`src/rtl/cpu_axi_bridge_pkg.sv`:
```
// Shared types and constants for the core-to-AXI3 bridge.
package cpu_axi_pkg;

    typedef enum logic [2:0] {
        IDLE,
        AR,
        R,
        WR,
        B,
        RESP
    } state_t;

    localparam logic [1:0] AXI_BURST_INCR = 2'b01;
    localparam int         ID_INST        = 0;
    localparam int         ID_DATA        = 1;

endpackage

```
`src/rtl/cpu_axi_bridge_if.sv`:
```
// AXI3 master bus of the bridge; single-beat transfers only.
interface cpu_axi_bridge_if #(
    parameter int ADDR_W = 32,
    parameter int DATA_W = 32,
    parameter int ID_W   = 4
);
    logic [ID_W-1:0]   arid;
    logic [ADDR_W-1:0] araddr;
    logic [3:0]        arlen;
    logic [2:0]        arsize;
    logic [1:0]        arburst;
    logic [1:0]        arlock;
    logic [3:0]        arcache;
    logic [2:0]        arprot;
    logic              arvalid;
    logic              arready;

    logic [ID_W-1:0]   rid;
    logic [DATA_W-1:0] rdata;
    logic [1:0]        rresp;
    logic              rlast;
    logic              rvalid;
    logic              rready;

    logic [ID_W-1:0]   awid;
    logic [ADDR_W-1:0] awaddr;
    logic [3:0]        awlen;
    logic [2:0]        awsize;
    logic [1:0]        awburst;
    logic [1:0]        awlock;
    logic [3:0]        awcache;
    logic [2:0]        awprot;
    logic              awvalid;
    logic              awready;

    logic [ID_W-1:0]   wid;
    logic [DATA_W-1:0] wdata;
    logic [3:0]        wstrb;
    logic              wlast;
    logic              wvalid;
    logic              wready;

    logic [ID_W-1:0]   bid;
    logic [1:0]        bresp;
    logic              bvalid;
    logic              bready;

    modport master (
        output arid, araddr, arlen, arsize, arburst, arlock, arcache, arprot, arvalid,
        input  arready,
        input  rid, rdata, rresp, rlast, rvalid,
        output rready,
        output awid, awaddr, awlen, awsize, awburst, awlock, awcache, awprot, awvalid,
        input  awready,
        output wid, wdata, wstrb, wlast, wvalid,
        input  wready,
        input  bid, bresp, bvalid,
        output bready
    );

    modport slave (
        input  arid, araddr, arlen, arsize, arburst, arlock, arcache, arprot, arvalid,
        output arready,
        output rid, rdata, rresp, rlast, rvalid,
        input  rready,
        input  awid, awaddr, awlen, awsize, awburst, awlock, awcache, awprot, awvalid,
        output awready,
        input  wid, wdata, wstrb, wlast, wvalid,
        output wready,
        output bid, bresp, bvalid,
        input  bready
    );

endinterface

```
`src/rtl/cpu_axi_bridge.sv`:
```
// Merges the core's inst/data request ports into one AXI3 master with a
// single outstanding transaction; the data port wins arbitration.
module cpu_axi_bridge
    import cpu_axi_pkg::*;
#(
    parameter int ADDR_W = 32,
    parameter int DATA_W = 32,
    parameter int ID_W   = 4
) (
    input  logic              clk,
    input  logic              resetn,

    input  logic              inst_req,
    input  logic              inst_wr,
    input  logic [1:0]        inst_size,
    input  logic [ADDR_W-1:0] inst_addr,
    input  logic [3:0]        inst_wstrb,
    input  logic [DATA_W-1:0] inst_wdata,
    output logic              inst_addr_ok,
    output logic              inst_data_ok,
    output logic [DATA_W-1:0] inst_rdata,

    input  logic              data_req,
    input  logic              data_wr,
    input  logic [1:0]        data_size,
    input  logic [ADDR_W-1:0] data_addr,
    input  logic [3:0]        data_wstrb,
    input  logic [DATA_W-1:0] data_wdata,
    output logic              data_addr_ok,
    output logic              data_data_ok,
    output logic [DATA_W-1:0] data_rdata,

    cpu_axi_bridge_if.master  axi
);

    state_t            state, state_nx;
    logic              owner_q;          // 1 = data port owns the transaction
    logic [1:0]        size_q;
    logic [ADDR_W-1:0] addr_q;
    logic [3:0]        wstrb_q;
    logic [DATA_W-1:0] wdata_q;
    logic              aw_done, w_done;
    logic [DATA_W-1:0] rdata_q;
    logic              grant;

    always_comb begin
        data_addr_ok = (state == IDLE) & data_req;
        inst_addr_ok = (state == IDLE) & inst_req & ~data_req;
        grant        = data_addr_ok | inst_addr_ok;
        state_nx     = state;
        case (state)
            IDLE:    if (grant) state_nx = (data_req ? data_wr : inst_wr) ? WR : AR;
            AR:      if (axi.arready) state_nx = R;
            R:       if (axi.rvalid) state_nx = RESP;
            WR:      if (aw_done & w_done) state_nx = B;
            B:       if (axi.bvalid) state_nx = RESP;
            RESP:    state_nx = IDLE;
            default: state_nx = IDLE;
        endcase
    end

    always_ff @(posedge clk or negedge resetn) begin
        if (!resetn) state <= IDLE;
        else         state <= state_nx;
    end

    always_ff @(posedge clk or negedge resetn) begin
        if (!resetn) begin
            owner_q <= 1'b0;
            size_q  <= '0;
            addr_q  <= '0;
            wstrb_q <= '0;
            wdata_q <= '0;
            aw_done <= 1'b0;
            w_done  <= 1'b0;
            rdata_q <= '0;
        end else begin
            if (grant) begin
                owner_q <= data_req;
                size_q  <= data_req ? data_size  : inst_size;
                addr_q  <= data_req ? data_addr  : inst_addr;
                wstrb_q <= data_req ? data_wstrb : inst_wstrb;
                wdata_q <= data_req ? data_wdata : inst_wdata;
            end
            // Done flags are cleared in IDLE so both channels start fresh in WR.
            if (state == IDLE) begin
                aw_done <= 1'b0;
                w_done  <= 1'b0;
            end else if (state == WR) begin
                if (axi.awvalid & axi.awready) aw_done <= 1'b1;
                if (axi.wvalid & axi.wready)   w_done  <= 1'b1;
            end
            if ((state == R) & axi.rvalid) rdata_q <= axi.rdata;
        end
    end

    assign axi.arid    = owner_q ? ID_W'(ID_DATA) : ID_W'(ID_INST);
    assign axi.araddr  = addr_q;
    assign axi.arlen   = '0;
    assign axi.arsize  = {1'b0, size_q};
    assign axi.arburst = AXI_BURST_INCR;
    assign axi.arlock  = '0;
    assign axi.arcache = '0;
    assign axi.arprot  = '0;
    assign axi.arvalid = (state == AR);
    assign axi.rready  = (state == R);

    assign axi.awid    = ID_W'(ID_DATA);
    assign axi.awaddr  = addr_q;
    assign axi.awlen   = '0;
    assign axi.awsize  = {1'b0, size_q};
    assign axi.awburst = AXI_BURST_INCR;
    assign axi.awlock  = '0;
    assign axi.awcache = '0;
    assign axi.awprot  = '0;
    assign axi.awvalid = (state == WR) & ~aw_done;

    assign axi.wid     = ID_W'(ID_DATA);
    assign axi.wdata   = wdata_q;
    assign axi.wstrb   = wstrb_q;
    assign axi.wlast   = 1'b1;
    assign axi.wvalid  = (state == WR) & ~w_done;
    assign axi.bready  = (state == B);

    assign inst_data_ok = (state == RESP) & ~owner_q;
    assign data_data_ok = (state == RESP) &  owner_q;
    assign inst_rdata   = rdata_q;
    assign data_rdata   = rdata_q;

    logic unused_resp;
    assign unused_resp = ^{axi.rid, axi.rresp, axi.rlast, axi.bid, axi.bresp};

endmodule

```
`src/flat_wrapper.sv`:
```
// flat-port wrapper written by rule: the top's interface ports become plain ports
module cpu_axi_bridge_flat import cpu_axi_pkg::*;
#(
    parameter int ADDR_W = 32,
    parameter int DATA_W = 32,
    parameter int ID_W   = 4
)
  (clk, resetn, inst_req, inst_wr, inst_size, inst_addr, inst_wstrb, inst_wdata, inst_addr_ok, inst_data_ok, inst_rdata, data_req, data_wr, data_size, data_addr, data_wstrb, data_wdata, data_addr_ok, data_data_ok, data_rdata, axi_arid, axi_araddr, axi_arlen, axi_arsize, axi_arburst, axi_arlock, axi_arcache, axi_arprot, axi_arvalid, axi_arready, axi_rid, axi_rdata, axi_rresp, axi_rlast, axi_rvalid, axi_rready, axi_awid, axi_awaddr, axi_awlen, axi_awsize, axi_awburst, axi_awlock, axi_awcache, axi_awprot, axi_awvalid, axi_awready, axi_wid, axi_wdata, axi_wstrb, axi_wlast, axi_wvalid, axi_wready, axi_bid, axi_bresp, axi_bvalid, axi_bready);
  cpu_axi_bridge_if #(.ADDR_W(ADDR_W), .DATA_W(DATA_W), .ID_W(ID_W)) axi_i ();
  input  logic clk;
  input  logic resetn;
  input  logic inst_req;
  input  logic inst_wr;
  input  logic [1:0] inst_size;
  input  logic [ADDR_W-1:0] inst_addr;
  input  logic [3:0] inst_wstrb;
  input  logic [DATA_W-1:0] inst_wdata;
  output logic inst_addr_ok;
  output logic inst_data_ok;
  output logic [DATA_W-1:0] inst_rdata;
  input  logic data_req;
  input  logic data_wr;
  input  logic [1:0] data_size;
  input  logic [ADDR_W-1:0] data_addr;
  input  logic [3:0] data_wstrb;
  input  logic [DATA_W-1:0] data_wdata;
  output logic data_addr_ok;
  output logic data_data_ok;
  output logic [DATA_W-1:0] data_rdata;
  output wire logic [$bits(axi_i.arid)-1:0] axi_arid;
  output wire logic [$bits(axi_i.araddr)-1:0] axi_araddr;
  output wire logic [$bits(axi_i.arlen)-1:0] axi_arlen;
  output wire logic [$bits(axi_i.arsize)-1:0] axi_arsize;
  output wire logic [$bits(axi_i.arburst)-1:0] axi_arburst;
  output wire logic [$bits(axi_i.arlock)-1:0] axi_arlock;
  output wire logic [$bits(axi_i.arcache)-1:0] axi_arcache;
  output wire logic [$bits(axi_i.arprot)-1:0] axi_arprot;
  output wire logic [$bits(axi_i.arvalid)-1:0] axi_arvalid;
  input wire logic [$bits(axi_i.arready)-1:0] axi_arready;
  input wire logic [$bits(axi_i.rid)-1:0] axi_rid;
  input wire logic [$bits(axi_i.rdata)-1:0] axi_rdata;
  input wire logic [$bits(axi_i.rresp)-1:0] axi_rresp;
  input wire logic [$bits(axi_i.rlast)-1:0] axi_rlast;
  input wire logic [$bits(axi_i.rvalid)-1:0] axi_rvalid;
  output wire logic [$bits(axi_i.rready)-1:0] axi_rready;
  output wire logic [$bits(axi_i.awid)-1:0] axi_awid;
  output wire logic [$bits(axi_i.awaddr)-1:0] axi_awaddr;
  output wire logic [$bits(axi_i.awlen)-1:0] axi_awlen;
  output wire logic [$bits(axi_i.awsize)-1:0] axi_awsize;
  output wire logic [$bits(axi_i.awburst)-1:0] axi_awburst;
  output wire logic [$bits(axi_i.awlock)-1:0] axi_awlock;
  output wire logic [$bits(axi_i.awcache)-1:0] axi_awcache;
  output wire logic [$bits(axi_i.awprot)-1:0] axi_awprot;
  output wire logic [$bits(axi_i.awvalid)-1:0] axi_awvalid;
  input wire logic [$bits(axi_i.awready)-1:0] axi_awready;
  output wire logic [$bits(axi_i.wid)-1:0] axi_wid;
  output wire logic [$bits(axi_i.wdata)-1:0] axi_wdata;
  output wire logic [$bits(axi_i.wstrb)-1:0] axi_wstrb;
  output wire logic [$bits(axi_i.wlast)-1:0] axi_wlast;
  output wire logic [$bits(axi_i.wvalid)-1:0] axi_wvalid;
  input wire logic [$bits(axi_i.wready)-1:0] axi_wready;
  input wire logic [$bits(axi_i.bid)-1:0] axi_bid;
  input wire logic [$bits(axi_i.bresp)-1:0] axi_bresp;
  input wire logic [$bits(axi_i.bvalid)-1:0] axi_bvalid;
  output wire logic [$bits(axi_i.bready)-1:0] axi_bready;
  assign axi_arid = axi_i.arid;
  assign axi_araddr = axi_i.araddr;
  assign axi_arlen = axi_i.arlen;
  assign axi_arsize = axi_i.arsize;
  assign axi_arburst = axi_i.arburst;
  assign axi_arlock = axi_i.arlock;
  assign axi_arcache = axi_i.arcache;
  assign axi_arprot = axi_i.arprot;
  assign axi_arvalid = axi_i.arvalid;
  assign axi_i.arready = axi_arready;
  assign axi_i.rid = axi_rid;
  assign axi_i.rdata = axi_rdata;
  assign axi_i.rresp = axi_rresp;
  assign axi_i.rlast = axi_rlast;
  assign axi_i.rvalid = axi_rvalid;
  assign axi_rready = axi_i.rready;
  assign axi_awid = axi_i.awid;
  assign axi_awaddr = axi_i.awaddr;
  assign axi_awlen = axi_i.awlen;
  assign axi_awsize = axi_i.awsize;
  assign axi_awburst = axi_i.awburst;
  assign axi_awlock = axi_i.awlock;
  assign axi_awcache = axi_i.awcache;
  assign axi_awprot = axi_i.awprot;
  assign axi_awvalid = axi_i.awvalid;
  assign axi_i.awready = axi_awready;
  assign axi_wid = axi_i.wid;
  assign axi_wdata = axi_i.wdata;
  assign axi_wstrb = axi_i.wstrb;
  assign axi_wlast = axi_i.wlast;
  assign axi_wvalid = axi_i.wvalid;
  assign axi_i.wready = axi_wready;
  assign axi_i.bid = axi_bid;
  assign axi_i.bresp = axi_bresp;
  assign axi_i.bvalid = axi_bvalid;
  assign axi_bready = axi_i.bready;
  cpu_axi_bridge #(.ADDR_W(ADDR_W), .DATA_W(DATA_W), .ID_W(ID_W)) u_core (.clk(clk), .resetn(resetn), .inst_req(inst_req), .inst_wr(inst_wr), .inst_size(inst_size), .inst_addr(inst_addr), .inst_wstrb(inst_wstrb), .inst_wdata(inst_wdata), .inst_addr_ok(inst_addr_ok), .inst_data_ok(inst_data_ok), .inst_rdata(inst_rdata), .data_req(data_req), .data_wr(data_wr), .data_size(data_size), .data_addr(data_addr), .data_wstrb(data_wstrb), .data_wdata(data_wdata), .data_addr_ok(data_addr_ok), .data_data_ok(data_data_ok), .data_rdata(data_rdata), .axi(axi_i));
endmodule
```
`config.mk`:
```
export PLATFORM = sky130hd
export DESIGN_NAME = cpu_axi_bridge_flat
export DESIGN_NICKNAME = d
export VERILOG_FILES = /design/src/rtl/cpu_axi_bridge_pkg.sv /design/src/rtl/cpu_axi_bridge_if.sv /design/src/rtl/cpu_axi_bridge.sv /design/src/flat_wrapper.sv
export SDC_FILE = /design/constraint.sdc
export NUM_CORES = 1
export LEC_CHECK = 0
export BUFFER_PORTS_ARGS = -buffer_cell sky130_fd_sc_hd__buf_2
export CAP_MARGIN = 40
export CORE_AREA = 2 2 162 164
export CTS_BUF_LIST = sky130_fd_sc_hd__clkbuf_16
export CTS_CLUSTER_DIAMETER = 120
export DETAILED_ROUTE_END_ITERATION = 16
export DIE_AREA = 0 0 164 166
export PLACE_DENSITY = 0.59
export SLEW_MARGIN = 20
export SYNTH_ARGS = -nofsm -noshare
export SYNTH_HDL_FRONTEND = slang
export SYNTH_SLANG_ARGS = --single-unit
```
`constraint.sdc`:
```
create_clock -name clk -period 2.5 [get_ports clk]
set_clock_uncertainty 0.15 [all_clocks]
set_input_delay 0.5 -clock clk [delete_from_list [all_inputs] [get_ports clk]]
set_output_delay 0.5 -clock clk [all_outputs]
set_load 0.03 [all_outputs]
```
; ---- Word-level counts from Yosys, hierarchy flattened
; Cells that the tools add are included.
[op_classes]
magnitude_cmp = 0
n_reduce_logical = 7
n_shift = 0
mux = 19
div_mod_pow = 0
n_eq_ne = 10
add_sub_neg = 0
bitwise = 16
n_mul = 0
[op_table]
columns = operator, n
row1 = $mux W32, 2
row2 = $mux W3, 5
row3 = $pmux W3 S5, 1
row4 = $and A1 B1 Y1, 11
row5 = $mux W1, 8
row6 = $eq A3 B2 Y1 const B, 2
row7 = $eq A3 B3 Y1 const B, 2
row8 = $ne A2 B1 Y1 const B, 3
row9 = $reduce_bool A2 Y1, 3
row10 = $reduce_and A5 Y1, 1
row11 = $mux W2, 2
row12 = $mux W4, 1
row13 = $ne A2 B2 Y1 const B, 2
row14 = $not A1 Y1, 4
row15 = $reduce_and A2 Y1, 2
row16 = $eq A3 B1 Y1 const B, 1
row17 = $logic_not A3 Y1, 1
row18 = $or A1 B1 Y1, 1
[word_totals]
memories = 0
output_inout_bits = 222
inputBits = 196
register_bits = 108
latchBits = 0
romBits = 0
ramBits = 0
wordCells = 61

; ---- Longest topological paths before layout
[depth]
word_depth = 6
depth_mapped = 6
mapped_depth_nobuf = 3

; ---- Least setup slack after synthesis
; OpenSTA, ideal clock, no wires.
[synth_path]
path_kind = reg2out
start = register u_core.state[1]
end = output data_data_ok
slack_ps = 158
stages_incl_launch_ff = 3
required_time_ps = 1850
arrival_ps = 1692
path_buffers = 1
cell_sequence = dfrtp_1 > clkbuf_1 > nor4b_1
[synth_via]
elab_chain_len = 2
[synth_lines]
columns = item, line
row1 = start: declaration, cpu_axi_bridge.sv:36  ; state_t state, state_nx;
row2 = start signal: assignment, cpu_axi_bridge.sv:64  ; else state <= state_nx;
row3 = $eq A3 B3 Y1, cpu_axi_bridge.sv:126  ; assign data_data_ok = (state == RESP) & owner_q;
row4 = $and A1 B1 Y1, cpu_axi_bridge.sv:126
row5 = end: declaration, flat_wrapper.sv:28  ; output logic data_data_ok;
; No other way between the ends.

; ---- Worst setup path after layout
[layout_path]
start = register u_core.state[0]
end = output data_data_ok
; Same word-level chain as after synthesis.

==> flow_summary.yaml <==
min_path:
  hp-class: "in -> async"
placed_design:
  place.gp.congestion: 0.7684
  buffer_ports.inserted: 360
  dpl.hpwl_um: 11540
  placedCellCount: 1073
clock_tree:
  clock_tree.buffer_depth: 2
  postCtsResizedCells: 0
  cts-buffers-inserted: 9
  cts_tree: "built"
  cts_hold_buffers: 0
  h-tree-depth: 3
  clk-insertion-delay-late_ns: 0.35
  root_buffer: "sky130_fd_sc_hd__clkbuf_16"
  clkSlewWorstSetupHoldPaths_ns: 0.08
  tritoncts_num_sinks: 108
  cts_setup_buffers: 0
yosys:
  ys.warnings.count: 0
  sequential_element_share_of_the_synthesized_area: 0.4243
  synthesis.area_per_instance_um2: 13.97
  synthesis.instances: 456
  ys_ff_latch: 108
  library_cells_used_by_synthesis: 32
  synthesis.area_um2: 6370
final_layout:
  final_common_cell: "sky130_fd_sc_hd__buf_2"
  design.final.nets: 945
  area.growth.synth_to_final_pct: 26.89
  drive_gt1_frac: 0.7427
  layoutNonFillerInstCount: 1089
  final.fill_count: 2636
  antenna_cells: 0
  mostFrequentLayoutCells: "sky130_fd_sc_hd__buf_2 (358), sky130_fd_sc_hd__dfrtp_1 (108), sky130_fd_sc_hd__mux2_4 (100)"
critical_path:
  critical_path_arrival_ns: 1.63
  criticalPathCategory: "reg -> out"
  regToRegEndpoint: "u_core.axi.araddr[11]"
  worst_r2r_startpoint: "u_core.state[0]"
  critPathCapture: "data_data_ok"
  path_max_fanout: 11
  start_kind: "flop"
  worstPathRequired_ns: 1.85
  crit_start: "u_core.state[0]"
  ff2ff_path_depth: 4
  rrSetupSlack_ns: 0.41
  cp-end-kind: "output pin"
floorplanning:
  cell_row_count: 59
  dieArea_um2: 27220
  initial_utilization: 0.2487
  floorplan.core_area_um2: 25620
  io-pin-count: 418
  die_width_um: 164
  die_h_um: 166
timing:
  timing.fmax_mhz: 439.1
  rsz0062_at_grt: "false"
  fin_crit_ns: 2.277
  fin_crit_sh: 0.9109
  final.setup.tns_ns: 0
  slew_violations: 0
  timing_hold_violations_final: 0
  finalSetupViolations: 0
  worst_pin_slew_ns: 0.5754
  slew_headroom: 0.6164
routing:
  drtAntennaViolNets: 0
  viasPerCell: 3.828
  drt_wl_cell_um: 13.76
  detailed_route_drc_error_count: 0
  routed_wl_um: 14990
  drtPass1Iterations: 4
  dr.first_iter.drc_count: 144
  dr_total_vias: 4169
global_routing:
  grt_max_degree: 109
  gr-total-overflow: 0
  first_global_vias: 4018
  initial_antenna_violation_count: 0
  grt_pass1_wl_um: 22230
  globalRouteTotalUtil: 0.1056
job:
  cap_viol_max_count: 0
pwr:
  p_leak_nw: 4.178
  worst_ir_drop_vdd_mv: 0.6549
  power_density_nw_per_um2: 1507
status:
  run_status: "finished clean"
-- metal layers --
metal / GRT usage / share of wire / wire length, µm
met5: 0 / 0 / 0
met4: 0.02899 / 0.012 / 182
met3: 0.02522 / 0.064 / 964
met2: 0.1825 / 0.50 / 7559
met1: 0.1305 / 0.42 / 6278
-- metrics by stage --
step	total power, mW	utilization	hold WS (ns)	worst slack, ns	area [µm²]
2_1_floorplan	9.830	-	0.05441	0.1577	6528
3_5_place_dp	10.93	0.3050	0.3368	0.4006	7812
5_1_grt	12.83	0.3155	0.1122	0.1288	8083
6_report	12.18	0.3155	0.06579	0.2227	8083
4_1_cts	12.35	0.3155	0.08189	0.2139	8083
3_3_place_gp	10.89	0.3050	0.3391	0.4055	7812
-- flip-flops by register name (all words and copies together), names as in the netlist --
| signal | flops |
|---|---|
| u_core.state | 3 |
| u_core.w_done | 1 |
| u_core.axi.wdata | 32 |
| u_core.axi.wstrb | 4 |
| u_core.owner_q | 1 |
| u_core.data_rdata | 32 |
| u_core.aw_done | 1 |
| u_core.axi.araddr | 32 |
| u_core.size_q | 2 |
-- worst min path at each step --
stage                                 to  slack (ns)  cells after the start                  from
floorplan                 u_core.aw_done        0.05                      0                resetn
global placement     u_core.axi.wdata[7]        0.34                      1   u_core.axi.wdata[7]
detailed placement  u_core.axi.wdata[28]        0.34                      1  u_core.axi.wdata[28]
CTS                 u_core.axi.araddr[5]        0.08                      2                resetn
global route        u_core.axi.araddr[5]        0.11                      2                resetn
finish              u_core.axi.araddr[5]        0.07                      2                resetn
-- critical path: stages (launching register included) --
cell and delay [ns]:
sky130_fd_sc_hd__dfrtp_1 0.58, sky130_fd_sc_hd__inv_1 0.16, sky130_fd_sc_hd__nor4b_1 0.30, sky130_fd_sc_hd__buf_2 0.25
-- report_power, final --
| part | total (mW) | switching (mW) | internal, mW |
|---|---|---|---|
| logic | 7.45 | 4.51 | 2.94 |
| clock network | 1.34 | 0.664 | 0.674 |
| registers | 3.40 | 0.728 | 2.67 |
-- cells by family (layout without fill, tap and decap cells) --
family          count (synthesis)  after routing  synth area share
mux                           172            172            0.3630
other cells                     2             44          0.001179
simple gates                   22             22           0.01945
buf+inv                       136            392            0.1758
flops                         108            108            0.4243
compound gates                 16             16           0.01630
-- area by class of cell --
class / instances / area [µm²] / share of cell area
multi-input cells: 254 / 2713 / 0.3356
well taps: 335 / 419.2 / 0.05186
clock inverters: 7 / 45.04 / 0.005573
clock buffers: 9 / 225.2 / 0.02786
flip-flops and latches: 108 / 2703 / 0.3344
inverters: 3 / 11.26 / 0.001393
repair buffers: 373 / 1967 / 0.2433
-- synth_stat cells --
library cell / number / area [µm²]
sky130_fd_sc_hd__nor4_1: 2 / 12.51
sky130_fd_sc_hd__nor2b_1: 1 / 6.260
sky130_fd_sc_hd__o41ai_1: 1 / 8.760
sky130_fd_sc_hd__conb_1: 2 / 7.510
sky130_fd_sc_hd__and2_1: 1 / 6.260
sky130_fd_sc_hd__buf_6: 3 / 33.78
sky130_fd_sc_hd__nor3_4: 1 / 16.27
sky130_fd_sc_hd__and2_4: 1 / 8.760
sky130_fd_sc_hd__nor4b_1: 1 / 8.760
sky130_fd_sc_hd__a32o_1: 1 / 10.01
sky130_fd_sc_hd__clkbuf_1: 3 / 11.26
sky130_fd_sc_hd__o21ai_0: 5 / 25.02
sky130_fd_sc_hd__nand2_1: 5 / 18.77
sky130_fd_sc_hd__nor3_1: 2 / 10.01
sky130_fd_sc_hd__mux2_4: 100 / 1501
sky130_fd_sc_hd__buf_2: 6 / 30.03
sky130_fd_sc_hd__nand3_1: 1 / 5.000
sky130_fd_sc_hd__buf_4: 111 / 833.3
sky130_fd_sc_hd__o2111ai_1: 1 / 8.760
sky130_fd_sc_hd__a21o_1: 1 / 7.510
sky130_fd_sc_hd__a31oi_1: 1 / 6.260
sky130_fd_sc_hd__o21bai_1: 1 / 7.510
sky130_fd_sc_hd__a21oi_1: 3 / 15.01
sky130_fd_sc_hd__nor2_1: 6 / 22.52
sky130_fd_sc_hd__a21boi_0: 1 / 7.510
sky130_fd_sc_hd__mux2_2: 70 / 788.3
sky130_fd_sc_hd__nor2b_2: 1 / 8.760
sky130_fd_sc_hd__dfrtp_1: 108 / 2703
sky130_fd_sc_hd__mux2_1: 2 / 22.52
sky130_fd_sc_hd__o21a_1: 1 / 7.510
sky130_fd_sc_hd__inv_1: 3 / 11.26
sky130_fd_sc_hd__buf_12: 10 / 200.2
Power figures use the tool's default switching activity.
